**src/rtl/z80_bus_responder_pkg.sv**
```systemverilog
// Shared types for the Z80 bus responder and its decoder.
// The strobe decoder is also meant to be reused by a bus tracer.
package z80_bus_pkg;

  typedef enum logic [1:0] {IDLE, REQ, HOLD, DRAIN} state_t;
  typedef enum logic [1:0] {ACC_MEM, ACC_IO, ACC_INTA} acc_t;

  localparam int WCNT_W = 3;

  // Minimum wait-state count for an access kind.
  function automatic logic [WCNT_W-1:0] wait_load(acc_t kind, int mem_wait, int io_wait);
    return (kind == ACC_IO) ? WCNT_W'(io_wait) : WCNT_W'(mem_wait);
  endfunction

endpackage

```
**src/rtl/z80_bus_responder_if.sv**
```systemverilog
// Z80 pin bundle plus backend handshake. The slave modport is the responder.
// The master modport is the CPU and backend side that drives it.
interface z80_bus_responder_if;
  logic        M1_n;
  logic        MREQ_n;
  logic        IORQ_n;
  logic        RD_n;
  logic        WR_n;
  logic        RFSH_n;
  logic [15:0] A;
  logic [7:0]  DI;
  logic [7:0]  DO;
  logic        DO_EN_n;
  logic        WAIT_n;
  logic        be_req;
  logic        be_we;
  logic        be_io;
  logic [15:0] be_addr;
  logic [7:0]  be_wdata;
  logic [7:0]  be_rdata;
  logic        be_ack;
  logic        err;

  modport slave (
    input  M1_n, MREQ_n, IORQ_n, RD_n, WR_n, RFSH_n, A, DI, be_rdata, be_ack,
    output DO, DO_EN_n, WAIT_n, be_req, be_we, be_io, be_addr, be_wdata, err
  );

  modport master (
    output M1_n, MREQ_n, IORQ_n, RD_n, WR_n, RFSH_n, A, DI, be_rdata, be_ack,
    input  DO, DO_EN_n, WAIT_n, be_req, be_we, be_io, be_addr, be_wdata, err
  );
endinterface

```
**src/rtl/z80_bus_responder_decode.sv**
```systemverilog
// Combinational Z80 strobe decoder: classifies the current bus cycle.
// Refresh cycles never hit. INTACK takes priority over IO, and IO over memory.
module z80_bus_decode
  import z80_bus_pkg::*;
(
  input  logic M1_n,
  input  logic MREQ_n,
  input  logic IORQ_n,
  input  logic RD_n,
  input  logic WR_n,
  input  logic RFSH_n,
  output logic hit,
  output acc_t kind
);

  logic strobe;
  assign strobe = ~RD_n | ~WR_n;

  always_comb begin
    hit  = 1'b0;
    kind = ACC_MEM;
    if (!IORQ_n && !M1_n) begin
      hit  = 1'b1;
      kind = ACC_INTA;
    end else if (!IORQ_n && strobe) begin
      hit  = 1'b1;
      kind = ACC_IO;
    end else if (!MREQ_n && RFSH_n && strobe) begin
      hit  = 1'b1;
      kind = ACC_MEM;
    end
  end

endmodule

```
**src/rtl/z80_bus_responder.sv**
```systemverilog
// Z80 target-side responder: turns CPU strobes into backend req/ack transfers.
// It also drives WAIT_n, the read data and the IM2 vector back to the CPU.
module z80_bus_responder
  import z80_bus_pkg::*;
#(
  parameter int          MEM_WAIT   = 0,
  parameter int          IO_WAIT    = 1,
  parameter int          TIMEOUT    = 64,
  parameter logic [7:0]  INT_VECTOR = 8'hFF
) (
  input logic               CLK_n,
  input logic               RESET_n,
  z80_bus_responder_if.slave bus
);

  localparam int TCNT_W = $clog2(TIMEOUT + 1);

  state_t              state, state_d;
  logic [WCNT_W-1:0]   wcnt, wcnt_d;
  logic [TCNT_W-1:0]   tcnt, tcnt_d;
  logic                acked, acked_d;
  logic [7:0]          do_r, do_d;
  logic                do_en_n, do_en_n_d;
  logic                wait_n, wait_n_d;
  logic                be_req, be_req_d;
  logic                be_we, be_we_d;
  logic                be_io, be_io_d;
  logic [15:0]         be_addr, be_addr_d;
  logic [7:0]          be_wdata, be_wdata_d;
  logic                err, err_d;

  logic hit;
  acc_t kind;
  logic bus_free;
  logic ack_seen;

  z80_bus_decode u_decode (
    .M1_n   (bus.M1_n),
    .MREQ_n (bus.MREQ_n),
    .IORQ_n (bus.IORQ_n),
    .RD_n   (bus.RD_n),
    .WR_n   (bus.WR_n),
    .RFSH_n (bus.RFSH_n),
    .hit    (hit),
    .kind   (kind)
  );

  assign bus_free = bus.MREQ_n & bus.IORQ_n & bus.RD_n & bus.WR_n;
  assign ack_seen = acked | bus.be_ack;

  always_ff @(posedge CLK_n or negedge RESET_n) begin
    if (!RESET_n) begin
      state    <= IDLE;
      wcnt     <= '0;
      tcnt     <= '0;
      acked    <= 1'b0;
      do_r     <= 8'h00;
      do_en_n  <= 1'b1;
      wait_n   <= 1'b1;
      be_req   <= 1'b0;
      be_we    <= 1'b0;
      be_io    <= 1'b0;
      be_addr  <= 16'h0000;
      be_wdata <= 8'h00;
      err      <= 1'b0;
    end else begin
      state    <= state_d;
      wcnt     <= wcnt_d;
      tcnt     <= tcnt_d;
      acked    <= acked_d;
      do_r     <= do_d;
      do_en_n  <= do_en_n_d;
      wait_n   <= wait_n_d;
      be_req   <= be_req_d;
      be_we    <= be_we_d;
      be_io    <= be_io_d;
      be_addr  <= be_addr_d;
      be_wdata <= be_wdata_d;
      err      <= err_d;
    end
  end

  always_comb begin
    state_d    = state;
    wcnt_d     = wcnt;
    tcnt_d     = tcnt;
    acked_d    = acked;
    do_d       = do_r;
    do_en_n_d  = do_en_n;
    wait_n_d   = wait_n;
    be_req_d   = be_req;
    be_we_d    = be_we;
    be_io_d    = be_io;
    be_addr_d  = be_addr;
    be_wdata_d = be_wdata;
    err_d      = 1'b0;

    unique case (state)
      IDLE: begin
        if (hit) begin
          if (kind == ACC_INTA) begin
            do_d      = INT_VECTOR;
            do_en_n_d = 1'b0;
            wait_n_d  = 1'b1;
            state_d   = HOLD;
          end else begin
            be_req_d   = 1'b1;
            be_we_d    = ~bus.WR_n;
            be_io_d    = (kind == ACC_IO);
            be_addr_d  = bus.A;
            be_wdata_d = bus.DI;
            wait_n_d   = 1'b0;
            wcnt_d     = wait_load(kind, MEM_WAIT, IO_WAIT);
            tcnt_d     = TCNT_W'(TIMEOUT);
            acked_d    = 1'b0;
            state_d    = REQ;
          end
        end
      end

      REQ: begin
        if (wcnt != '0) wcnt_d = wcnt - WCNT_W'(1);
        if (bus.be_ack) begin
          be_req_d = 1'b0;
          acked_d  = 1'b1;
          if (!be_we) do_d = bus.be_rdata;
        end
        // Order matters: CPU abort, then normal completion, then timeout.
        // A same-edge ack therefore beats the timeout.
        if (bus_free) begin
          wait_n_d = 1'b1;
          state_d  = ack_seen ? IDLE : DRAIN;
        end else if (ack_seen && wcnt == '0) begin
          wait_n_d = 1'b1;
          if (!be_we) do_en_n_d = 1'b0;
          state_d  = HOLD;
        end else if (!ack_seen && tcnt == TCNT_W'(1)) begin
          err_d    = 1'b1;
          do_d     = 8'hFF;
          wait_n_d = 1'b1;
          if (!be_we) do_en_n_d = 1'b0;
          state_d  = DRAIN;
        end else if (tcnt != '0) begin
          tcnt_d = tcnt - TCNT_W'(1);
        end
      end

      HOLD: begin
        if (bus_free) begin
          do_en_n_d = 1'b1;
          state_d   = IDLE;
        end
      end

      DRAIN: begin
        if (bus_free) do_en_n_d = 1'b1;
        if (bus.be_ack) begin
          be_req_d = 1'b0;
          state_d  = bus_free ? IDLE : HOLD;
        end
      end

      default: state_d = IDLE;
    endcase
  end

  assign bus.DO       = do_r;
  assign bus.DO_EN_n  = do_en_n;
  assign bus.WAIT_n   = wait_n;
  assign bus.be_req   = be_req;
  assign bus.be_we    = be_we;
  assign bus.be_io    = be_io;
  assign bus.be_addr  = be_addr;
  assign bus.be_wdata = be_wdata;
  assign bus.err      = err;

endmodule

```
**src/flat_wrapper.sv**
```systemverilog
// flat-port wrapper written by rule: the top's interface ports become plain ports
module z80_bus_responder_flat import z80_bus_pkg::*;
#(
  parameter int          MEM_WAIT   = 0,
  parameter int          IO_WAIT    = 1,
  parameter int          TIMEOUT    = 64,
  parameter logic [7:0]  INT_VECTOR = 8'hFF
)
  (CLK_n, RESET_n, bus_M1_n, bus_MREQ_n, bus_IORQ_n, bus_RD_n, bus_WR_n, bus_RFSH_n, bus_A, bus_DI, bus_be_rdata, bus_be_ack, bus_DO, bus_DO_EN_n, bus_WAIT_n, bus_be_req, bus_be_we, bus_be_io, bus_be_addr, bus_be_wdata, bus_err);
  z80_bus_responder_if bus_i ();
  input logic CLK_n;
  input logic RESET_n;
  input wire logic [$bits(bus_i.M1_n)-1:0] bus_M1_n;
  input wire logic [$bits(bus_i.MREQ_n)-1:0] bus_MREQ_n;
  input wire logic [$bits(bus_i.IORQ_n)-1:0] bus_IORQ_n;
  input wire logic [$bits(bus_i.RD_n)-1:0] bus_RD_n;
  input wire logic [$bits(bus_i.WR_n)-1:0] bus_WR_n;
  input wire logic [$bits(bus_i.RFSH_n)-1:0] bus_RFSH_n;
  input wire logic [$bits(bus_i.A)-1:0] bus_A;
  input wire logic [$bits(bus_i.DI)-1:0] bus_DI;
  input wire logic [$bits(bus_i.be_rdata)-1:0] bus_be_rdata;
  input wire logic [$bits(bus_i.be_ack)-1:0] bus_be_ack;
  output wire logic [$bits(bus_i.DO)-1:0] bus_DO;
  output wire logic [$bits(bus_i.DO_EN_n)-1:0] bus_DO_EN_n;
  output wire logic [$bits(bus_i.WAIT_n)-1:0] bus_WAIT_n;
  output wire logic [$bits(bus_i.be_req)-1:0] bus_be_req;
  output wire logic [$bits(bus_i.be_we)-1:0] bus_be_we;
  output wire logic [$bits(bus_i.be_io)-1:0] bus_be_io;
  output wire logic [$bits(bus_i.be_addr)-1:0] bus_be_addr;
  output wire logic [$bits(bus_i.be_wdata)-1:0] bus_be_wdata;
  output wire logic [$bits(bus_i.err)-1:0] bus_err;
  assign bus_i.M1_n = bus_M1_n;
  assign bus_i.MREQ_n = bus_MREQ_n;
  assign bus_i.IORQ_n = bus_IORQ_n;
  assign bus_i.RD_n = bus_RD_n;
  assign bus_i.WR_n = bus_WR_n;
  assign bus_i.RFSH_n = bus_RFSH_n;
  assign bus_i.A = bus_A;
  assign bus_i.DI = bus_DI;
  assign bus_i.be_rdata = bus_be_rdata;
  assign bus_i.be_ack = bus_be_ack;
  assign bus_DO = bus_i.DO;
  assign bus_DO_EN_n = bus_i.DO_EN_n;
  assign bus_WAIT_n = bus_i.WAIT_n;
  assign bus_be_req = bus_i.be_req;
  assign bus_be_we = bus_i.be_we;
  assign bus_be_io = bus_i.be_io;
  assign bus_be_addr = bus_i.be_addr;
  assign bus_be_wdata = bus_i.be_wdata;
  assign bus_err = bus_i.err;
  z80_bus_responder #(.MEM_WAIT(MEM_WAIT), .IO_WAIT(IO_WAIT), .TIMEOUT(TIMEOUT), .INT_VECTOR(INT_VECTOR)) u_core (.CLK_n(CLK_n), .RESET_n(RESET_n), .bus(bus_i));
endmodule
```
**config.mk**
```make
export PLATFORM = sky130hd
export DESIGN_NAME = z80_bus_responder_flat
export DESIGN_NICKNAME = d
export VERILOG_FILES = /design/src/rtl/z80_bus_responder_pkg.sv /design/src/rtl/z80_bus_responder_if.sv /design/src/rtl/z80_bus_responder_decode.sv /design/src/rtl/z80_bus_responder.sv /design/src/flat_wrapper.sv
export SDC_FILE = /design/constraint.sdc
export NUM_CORES = 1
export LEC_CHECK = 0
export BUFFER_PORTS_ARGS = -buffer_cell sky130_fd_sc_hd__buf_2
export CORE_MARGIN = 10
export CORE_UTILIZATION = 45
export CTS_BUF_LIST = sky130_fd_sc_hd__clkbuf_8
export CTS_CLUSTER_SIZE = 25
export DETAILED_ROUTE_END_ITERATION = 10
export GPL_TIMING_DRIVEN = 0
export PLACE_DENSITY = 0.72
export SLEW_MARGIN = 20
export SYNTH_ARGS = -nofsm -noshare
export SYNTH_HDL_FRONTEND = slang
export SYNTH_SLANG_ARGS = --single-unit
```
**constraint.sdc**
```tcl
create_clock -name CLK_n -period 2.1 [get_ports CLK_n]
set_input_delay 0.105 -clock CLK_n [delete_from_list [all_inputs] [get_ports CLK_n]]
set_output_delay 0.105 -clock CLK_n [all_outputs]
set_load 0.05 [all_outputs]
```
Yosys cells after proc, flatten, opt, wreduce, memory -nomap -nowiden
Cells that the tools add are included.
- $add $sub $neg: 2
- div/mod/pow operators: 0
- multiply operators: 0
- shift-type cells: 0
- reductions and logical operators: 27
- equality and inequality tests: 21
- mux-type cells: 61
- magnitude comparators: 0
- bitwise gates (word level): 8
- operators with widths (operator ; number):
    $mux 8 ; 7
    $mux 7 ; 6
    $mux 1 ; 27
    $mux 2 ; 10
    $pmux 8 s2 ; 1
    $reduce_and 4->1 ; 4
    $ne 2x1->1 const B ; 7
    $pmux 7 s2 ; 1
    $ne 2x2->1 const B ; 6
    $mux 3 ; 3
    $reduce_and 3->1 ; 3
    $pmux 2 s4 ; 1
    $eq 7x1->1 const B ; 1
    $reduce_and 7->1 ; 1
    $reduce_bool 7->1 ; 1
    $sub 7x1->7 const B ; 1
    $eq 2x2->1 const B ; 3
    $logic_and 1x1->1 ; 6
    $pmux 1 s2 ; 3
    $pmux 3 s2 ; 1
    $reduce_and 5->1 ; 1
    $eq 2x1->1 const B ; 2
    $logic_not 1->1 ; 4
    $ne 4x1->1 const B ; 1
    other kinds (11) ; 18
- word-level logic and storage cells: 132
- bits in latches: 0
- memory bits (read-only): 0
- input port bits: 41
- flip-flop bits (word level): 51
- output and inout port bits: 38
- memory bits (writable): 0
- memories: 0

Logic depth before layout (Yosys ltp)
Gate-level depths: netlist of run 1.
- depth after elaboration: 10
- mapped depth: 9
- mapped depth without buffers: 8

Modules after synthesis
Synthesis of run 1 repeated with hierarchy kept, for this count alone.
- cells, all modules: 259
- area total of the unflattened synthesis: 2401.1 µm²
- by module, submodules not included (module ; area each (µm²) ; times used ; seq. area each (µm²) ; cells an instance):
    z80_bus_responder ; 2364.8 ; 1 ; 1278.7 ; 253
    z80_bus_decode ; 36.3 ; 1 ; 0.0 ; 6

Worst setup path after synthesis of run 1
No wires, ideal clock.
- path kind: register to register
- from: reg u_core.wcnt[0]
- to: reg u_core.tcnt[4]
- required time: 2.021 ns
- arrival: 1.924 ns
- path slack: 0.096 ns
- path buffers: 1
- clock period less this slack: 2.004 ns
- library setup time: 0.079 ns
- stages on the path, launching flop included: 10
- cell sequence: dfrtp_1 inv_1 ha_1 ha_1 clkbuf_1 o21ai_2 nand2_1 a2111o_1 nor4b_2 mux2i_1
- longest elaborated chain between the ends: 4
- RTL lines (element ; line ; text):
    start, declared ; z80_bus_responder.sv:19 ; logic [WCNT_W-1:0] wcnt, wcnt_d;
    start signal, assigned ; z80_bus_responder.sv:68 ; wcnt <= wcnt_d;
    $logic_not 3->1 ; z80_bus_responder.sv:133 ; end else if (ack_seen && wcnt == '0) begin
    $logic_and 1x1->1 ; z80_bus_responder.sv:133 ;
    $ne 2x2->1 (no source line) ; n/a ;
    $reduce_and 7->1 (no source line) ; n/a ;
    end signal, assigned ; z80_bus_responder.sv:69 ; tcnt <= tcnt_d;
    end, declared ; z80_bus_responder.sv:20 ; logic [TCNT_W-1:0] tcnt, tcnt_d;
No other way between the ends.
A chain may end at the register's enable or synchronous reset.

Final worst setup path of run 1
Ends and elaborated chain as after synthesis.

==> results.sh, run 1 <==
export IMPL_io_buffers=78
export IMPL_dpl_cell_count=402
export IMPL_die_h_um=92.6
export IMPL_numCtsBuffers=5
export IMPL_num_antenna_cells=0
export IMPL_powerDensity_nw_per_um2=1560
export IMPL_worstPathRequired_ns=2.34
export IMPL_layout_min_cycle_time_ns=1.99
export IMPL_worst_setup_path_end_kind="flop"
export IMPL_dr_max_layer_used="met4"
export IMPL_hold_path_startpoint="bus_be_rdata[6]"
export IMPL_instances_no_fill=434
export IMPL_dieArea_um2=8570
export IMPL_setup_viol=0
export IMPL_min_to="u_core.bus.DO[6]"
export IMPL_synth_seq_area_share_pct=54.0
export IMPL_total_power_uw=5030
export IMPL_synth_warnings=0
export IMPL_rsz0062_at_grt="false"
export IMPL_first_pass_iters=4
export IMPL_cts_sinks=51
export IMPL_fin_util_pct=63.2
export IMPL_dp_hpwl_um=4340
export IMPL_chipWidth_um=92.6
export IMPL_final_common_cell="nand2_1"
export IMPL_grt_antenna_before_repair=0
export IMPL_yosys_area_top_type="dfrtp_1"
export IMPL_synth_seq_cells=51
export IMPL_post_cts_setup_buffers=0
export IMPL_cp_max_fo=8
export IMPL_syn_to_final_growth_pct=36.3
export IMPL_cp_arrival_ns=2.24
export IMPL_vias_per_cell=4.97
export IMPL_rrSetupSlack_ns=0.11
export IMPL_wl_per_cell_um=14.2
export IMPL_criticalPathCategory="reg2reg"
export IMPL_cts_root_buf="clkbuf_8"
export IMPL_crit_path_max_incr_delay_ns=0.37
export IMPL_pin_count=79
export IMPL_drv_cap=0
export IMPL_synth_distinct_cells=40
export IMPL_synth_top_cell_area_share_pct=51.8
export IMPL_syn_nets=299
export IMPL_clock_path_buffers=2
export IMPL_clkTransAtPathRegs_ns=0.10
export IMPL_tightest_slew_ns=0.636
export IMPL_r2r_start="u_core.wcnt[0]"
export IMPL_final_hold_violation_count=0
export IMPL_grtUsageTotal_pct=14.7
export IMPL_start_util_pct=46.4
export IMPL_start_kind="flop"
export IMPL_crit_family="compound AO/OA/AOI/OAI gates"
export IMPL_whs_ns=0.0190
export IMPL_hold_depth=3
export IMPL_clkLatencyLatePin_ns=0.31
export IMPL_path_cells="inv_1 -> ha_1 -> ha_2 -> o21ai_2 -> nand2_1 -> a2111o_1 -> nor4b_4 -> mux2i_1"
export IMPL_drv_slew=0
export IMPL_crit_buf_inv=1
export IMPL_synthTopCellsByArea="dfrtp_1 52%, nand2_1 16%, mux2i_1 4.6%"
export IMPL_syn_inst=254
export IMPL_drive_gt1_share_pct=28.6
export IMPL_grt_overflow=0
export IMPL_vias=2156
export IMPL_route_met2_wl_um=2800
export IMPL_rr_endpoint="u_core.tcnt[4]"
export IMPL_synth_edf_count=0
export IMPL_drcViolationCount=0
export IMPL_finalCritPeriodShare_pct=95.0
export IMPL_final_antenna_net_count=0
export IMPL_grt_pass1_wl_um=10700
export IMPL_slew_headroom_pct=57.6
export IMPL_ff2ff_path_depth=8
export IMPL_run_status="complete, no violations"
export IMPL_ir_worst_vdd_mv=1.01
export IMPL_async_flop_share_pct=100
export IMPL_grt_max_degree=52
export IMPL_routed_wirelength_um=6170
export IMPL_clock_fmax_mhz=501
export IMPL_m1WireLength_um=2650
export IMPL_htree_levels=2
export IMPL_gp_congestion=0.845
export IMPL_ys_flop_type="dfrtp_1"
export IMPL_hold_path_class="in2reg"
export IMPL_rows=26
export IMPL_met3_length_um=635
export IMPL_layout_common_cells="98 x nand2_1, 82 x buf_2, 49 x dfrtp_1"
export IMPL_drt_initial_drc_count=141
export IMPL_crit_slowest_cell="a2111o_1"
export IMPL_cts_tree="done"
export IMPL_nets=408
export IMPL_leakage_uw=0.00163
export IMPL_core_area_um2=5110
export IMPL_synth_area_um2=2370
export IMPL_clock_skew_ns=0.0102
export IMPL_first_global_vias=2263
export IMPL_synth_area_per_cell_um2=9.32
-- registers in the layout, summed over array words and instances, names as in the netlist --
name,flops
u_core.bus.err,1
u_core.bus.be_we,1
u_core.bus.DO,8
u_core.bus.be_addr,16
u_core.state,2
u_core.bus.be_wdata,8
u_core.wcnt,3
u_core.bus.DO_EN_n,1
u_core.bus.WAIT_n,1
u_core.acked,1
u_core.bus.be_io,1
u_core.tcnt,7
u_core.bus.be_req,1
-- worst reg2reg max path, cell delays in order, from the launching register on --
cell and delay [ns]:
dfrtp_1 0.34, inv_1 0.07, ha_1 0.20, ha_2 0.23
o21ai_2 0.13, nand2_1 0.09, a2111o_1 0.37, nor4b_4 0.31
mux2i_1 0.20
-- cells in the mapped netlist, types with 2 or more instances --
| cell type | n |
|---|---|
| nand2_1 | 98 |
| dfrtp_1 | 49 |
| mux2i_1 | 11 |
| nor2_1 | 10 |
| o21ai_0 | 10 |
| a21oi_1 | 9 |
| inv_1 | 8 |
| buf_2 | 5 |
| clkbuf_1 | 4 |
| ha_1 | 4 |
| nor3_1 | 4 |
| or4_1 | 4 |
| nor4_1 | 3 |
| a21o_1 | 2 |
| dfstp_2 | 2 |
| nand2b_1 | 2 |
| nand3b_1 | 2 |
| o21ai_2 | 2 |
| o2bb2ai_1 | 2 |
| o31ai_1 | 2 |
| or3_1 | 2 |
-- metal layers --
layer | vias to the layer above | GRT usage, %
met2 | 91 | 24.7
met4 | 0 | 2.70
met3 | 8 | 5.49
met5 | - | 0
met1 | 990 | 17.8
li1 | 1067 | -
-- through the flow --
| step | setup TNS [ns] | setup slack (ns) | area [um2] |
|---|---|---|---|
| 3_3_place_gp | -0.0585 | -0.0585 | 2850 |
| 5_1_grt | 0 | 0.00326 | 3230 |
| 3_5_place_dp | -0.109 | -0.109 | 2850 |
| 2_1_floorplan | 0 | 0.0963 | 2370 |
| 4_1_cts | 0 | 0.0261 | 3210 |
| 6_report | 0 | 0.106 | 3230 |
-- cells by family (layout without fill, tap and decap cells) --
kind of cell             count (synthesis)  after routing  share of synthesized area, %
AO/OA/AOI/OAI                           35             35                          10.5
AND/OR/NAND/NOR                        135            135                          25.3
adder cells (fa/ha/maj)                  4              4                          2.11
flip-flops                              51             51                          54.0
multiplexers                            11             11                          4.65
buffers and inverters                   18            128                          3.43
-- worst max path at each step --
| stage | to | cells after the start | startpoint |
|---|---|---|---|
| final | u_core.tcnt[4] | 8 | u_core.wcnt[0] |
| after global routing | u_core.tcnt[4] | 8 | u_core.wcnt[0] |
| after CTS | u_core.tcnt[4] | 8 | u_core.wcnt[0] |
| after detailed placement | u_core.tcnt[4] | 9 | u_core.wcnt[0] |
| after global placement | u_core.tcnt[4] | 9 | u_core.wcnt[0] |
| after floorplan | u_core.tcnt[4] | 9 | u_core.wcnt[0] |
-- final cells by class --
class | count | area (um2)
plain buffers | 9 | 47.5
clock buffers | 5 | 68.8
clock inverters | 3 | 47.5
fillers | 436 | 1880
inverters | 8 | 30.0
multi-input cells | 185 | 1020
flip-flops and latches | 51 | 1280
well taps | 70 | 87.6
repair buffers | 103 | 643
-- power breakdown --
part	total, uW	leakage (uW)	switching, uW	internal [uW]
sequential	1680	0.000617	274	1400
combinational	2650	0.000951	1920	723
clock	701	0.0000587	340	361
total	5030	0.00163	2540	2490
-- what timing repair did --
action | 4_1_cts | 5_1_grt
gates resized for setup | 1 | 2
endpoints found under the hold margin | 73 | 0
hold buffers | 25 | 0
endpoints found under the setup margin | 1 | 11
pin swaps | 2 | 1
Note: power is estimated with default switching activity, not from simulation.
==> run 2: changes to the inputs <==
--- a/config.mk
+++ b/config.mk
@@ -12,7 +12,8 @@
 export CTS_CLUSTER_SIZE = 25
 export DETAILED_ROUTE_END_ITERATION = 10
 export GPL_TIMING_DRIVEN = 0
-export PLACE_DENSITY = 0.72
+export MAX_ROUTING_LAYER = met4
+export PLACE_DENSITY = 0.75
 export SLEW_MARGIN = 20
 export SYNTH_ARGS = -nofsm -noshare
 export SYNTH_HDL_FRONTEND = slang
==> run 2 against run 1 <==
  * Register-to-register slack improved by 0.05 ns
  * Final cell count unchanged
  * Clock skew shrank 0.0014 ns
  * First-iteration DRC count is 16% lower
  * Via count about the same
  * Hold slack worse by 0.0024 ns
  * Critical endpoint unchanged
  * Largest cell class unchanged
  * Largest power group unchanged
==> results.sh, run 2 (synthesis results as in run 1) <==
export IMPL_run_status="complete, no violations"
export IMPL_grt_max_degree=52
export IMPL_vias_per_cell=4.97
export IMPL_clock_skew_ns=0.00885
export IMPL_drv_cap=0
export IMPL_rows=26
export IMPL_drive_gt1_share_pct=28.3
export IMPL_fill_cells=421
export IMPL_layout_common_cells="98 x nand2_1, 82 x buf_2, 49 x dfrtp_1"
export IMPL_leakage_uw=0.00161
export IMPL_finalCritPeriodShare_pct=92.7
export IMPL_cp_max_fo=8
export IMPL_drt_initial_drc_count=118
export IMPL_dieArea_um2=8570
export IMPL_final_common_cell="nand2_1"
export IMPL_final_antenna_net_count=0
export IMPL_powerDensity_nw_per_um2=1530
export IMPL_grtUsageTotal_pct=14.6
export IMPL_routed_wirelength_um=6120
export IMPL_core_area_um2=5110
export IMPL_clkTransAtPathRegs_ns=0.09
export IMPL_first_pass_iters=6
export IMPL_wl_per_cell_um=14.1
export IMPL_chipWidth_um=92.6
export IMPL_regMostFlops="u_core.bus.be_addr"
export IMPL_fin_tns_setup_ns=0
export IMPL_r2r_start="u_core.wcnt[0]"
export IMPL_tightest_slew_ns=0.628
export IMPL_numCtsBuffers=5
export IMPL_vias=2155
export IMPL_start_kind="flop"
export IMPL_grt_antenna_before_repair=0
export IMPL_cts_tree="done"
export IMPL_clkLatencyLatePin_ns=0.30
export IMPL_start_util_pct=46.4
export IMPL_setup_viol=0
export IMPL_place_ws_ns=-0.117
export IMPL_htree_levels=2
export IMPL_rr_endpoint="u_core.tcnt[4]"
export IMPL_drv_slew=0
export IMPL_gp_congestion=0.820
export IMPL_cts_root_buf="clkbuf_8"
export IMPL_rrSetupSlack_ns=0.15
export IMPL_setup_ws_ns=0.154
export IMPL_nets=408
export IMPL_clock_fmax_mhz=514
export IMPL_worstPathRequired_ns=2.33
export IMPL_pin_count=79
export IMPL_rsz0062_at_grt="false"
export IMPL_io_buffers=78
export IMPL_criticalPathCategory="reg2reg"
export IMPL_clock_path_buffers=2
export IMPL_layout_min_cycle_time_ns=1.95
export IMPL_syn_to_final_growth_pct=35.0
export IMPL_grt_pass1_wl_um=10300
export IMPL_ir_worst_vdd_mv=0.884
export IMPL_num_antenna_cells=0
export IMPL_die_h_um=92.6
export IMPL_drcViolationCount=0
export IMPL_largest_reg_flops=16
export IMPL_crit_start="u_core.wcnt[0]"
export IMPL_first_global_vias=2279
export IMPL_grt_overflow=0
export IMPL_worst_setup_path_end_kind="flop"
export IMPL_cts_sinks=51
export IMPL_dp_hpwl_um=4370
export IMPL_worstSetupEndpoint="u_core.tcnt[4]"
export IMPL_slew_headroom_pct=58.1
export IMPL_hold_path_class="in2reg"
export IMPL_ff2ff_path_depth=8
export IMPL_cp_arrival_ns=2.18
export IMPL_final_hold_violation_count=0
==> run 2: cell types whose count changed in the layout (fill, tap and decap cells not counted) <==
cell / delta
bufinv_16: -1
clkinv_2: +1
clkinv_4: -1
clkinvlp_4: +1
inv_1: +1
inv_6: -1
==> run 2: through the flow <==
step                      cell area [um2]  std cells  utilization [%]  power, uW  hold slack [ns]
after global routing                 3200        434             62.6       5210           0.0212
after global placement               2850        402             55.7       4220            0.294
after CTS                            3180        434             62.3       4890           0.0142
final                                3200        434             62.6       4880           0.0166
after floorplan                      2370        254                -       3640           -0.191
after detailed placement             2850        402             55.8       4290            0.176
==> run 2: layout make-up <==
type / instances / area [um2] / area share, %
sequential: 51 / 1280 / 40.0
multi-input combinational: 185 / 1020 / 32.1
timing repair buffer: 103 / 643 / 20.1
tap: 70 / 87.6 / 2.74
clock buffer: 5 / 68.8 / 2.15
buffer: 9 / 47.5 / 1.49
inverter: 8 / 30.0 / 0.939
clock inverter: 3 / 16.3 / 0.509
==> run 2: what timing repair did <==
item / 4_1_cts / 5_1_grt
gates resized for setup: 1 / 2
endpoints found under the setup margin: 1 / 11
pin swaps: 2 / 2
hold buffers: 25 / 0
setup buffers: 0 / 0
hold endpoints to repair: 73 / 0
==> run 2: routing by layer <==
metal	wire length (um)	track usage [%]	part of all wire (%)
met4	38	2.83	0.62
met2	2960	24.6	48
met3	425	4.92	6.9
met1	2700	16.6	44
met5	0	-	0
==> run 2: report_power, final <==
group	internal, uW	leakage (uW)	switching (uW)	total, uW
clock	229	0.0000453	318	547
sequential	1400	0.000617	271	1670
combinational	723	0.000951	1930	2660
==> run 2: how the worst min path moves through the flow <==
stage                          from                endpoint  slack [ns]  depth (start not counted)
finish              bus_be_rdata[7]        u_core.bus.DO[7]        0.02                          3
detailed placement          RESET_n       u_core.bus.be_req        0.18                          1
CTS                 bus_be_rdata[7]        u_core.bus.DO[7]        0.01                          3
global placement          bus_A[12]  u_core.bus.be_addr[12]        0.29                          3
floorplan                   RESET_n            u_core.acked       -0.19                          0
global route        bus_be_rdata[6]        u_core.bus.DO[6]        0.02                          3
==> run 2: worst max-delay path, cell delays in order, from the launching register on <==
cell      delay (ns)
dfrtp_1         0.34
inv_1           0.07
ha_1            0.21
ha_2            0.23
o21ai_2         0.12
nand2_1         0.08
a2111o_1        0.37
nor4b_4         0.26
mux2i_1         0.20
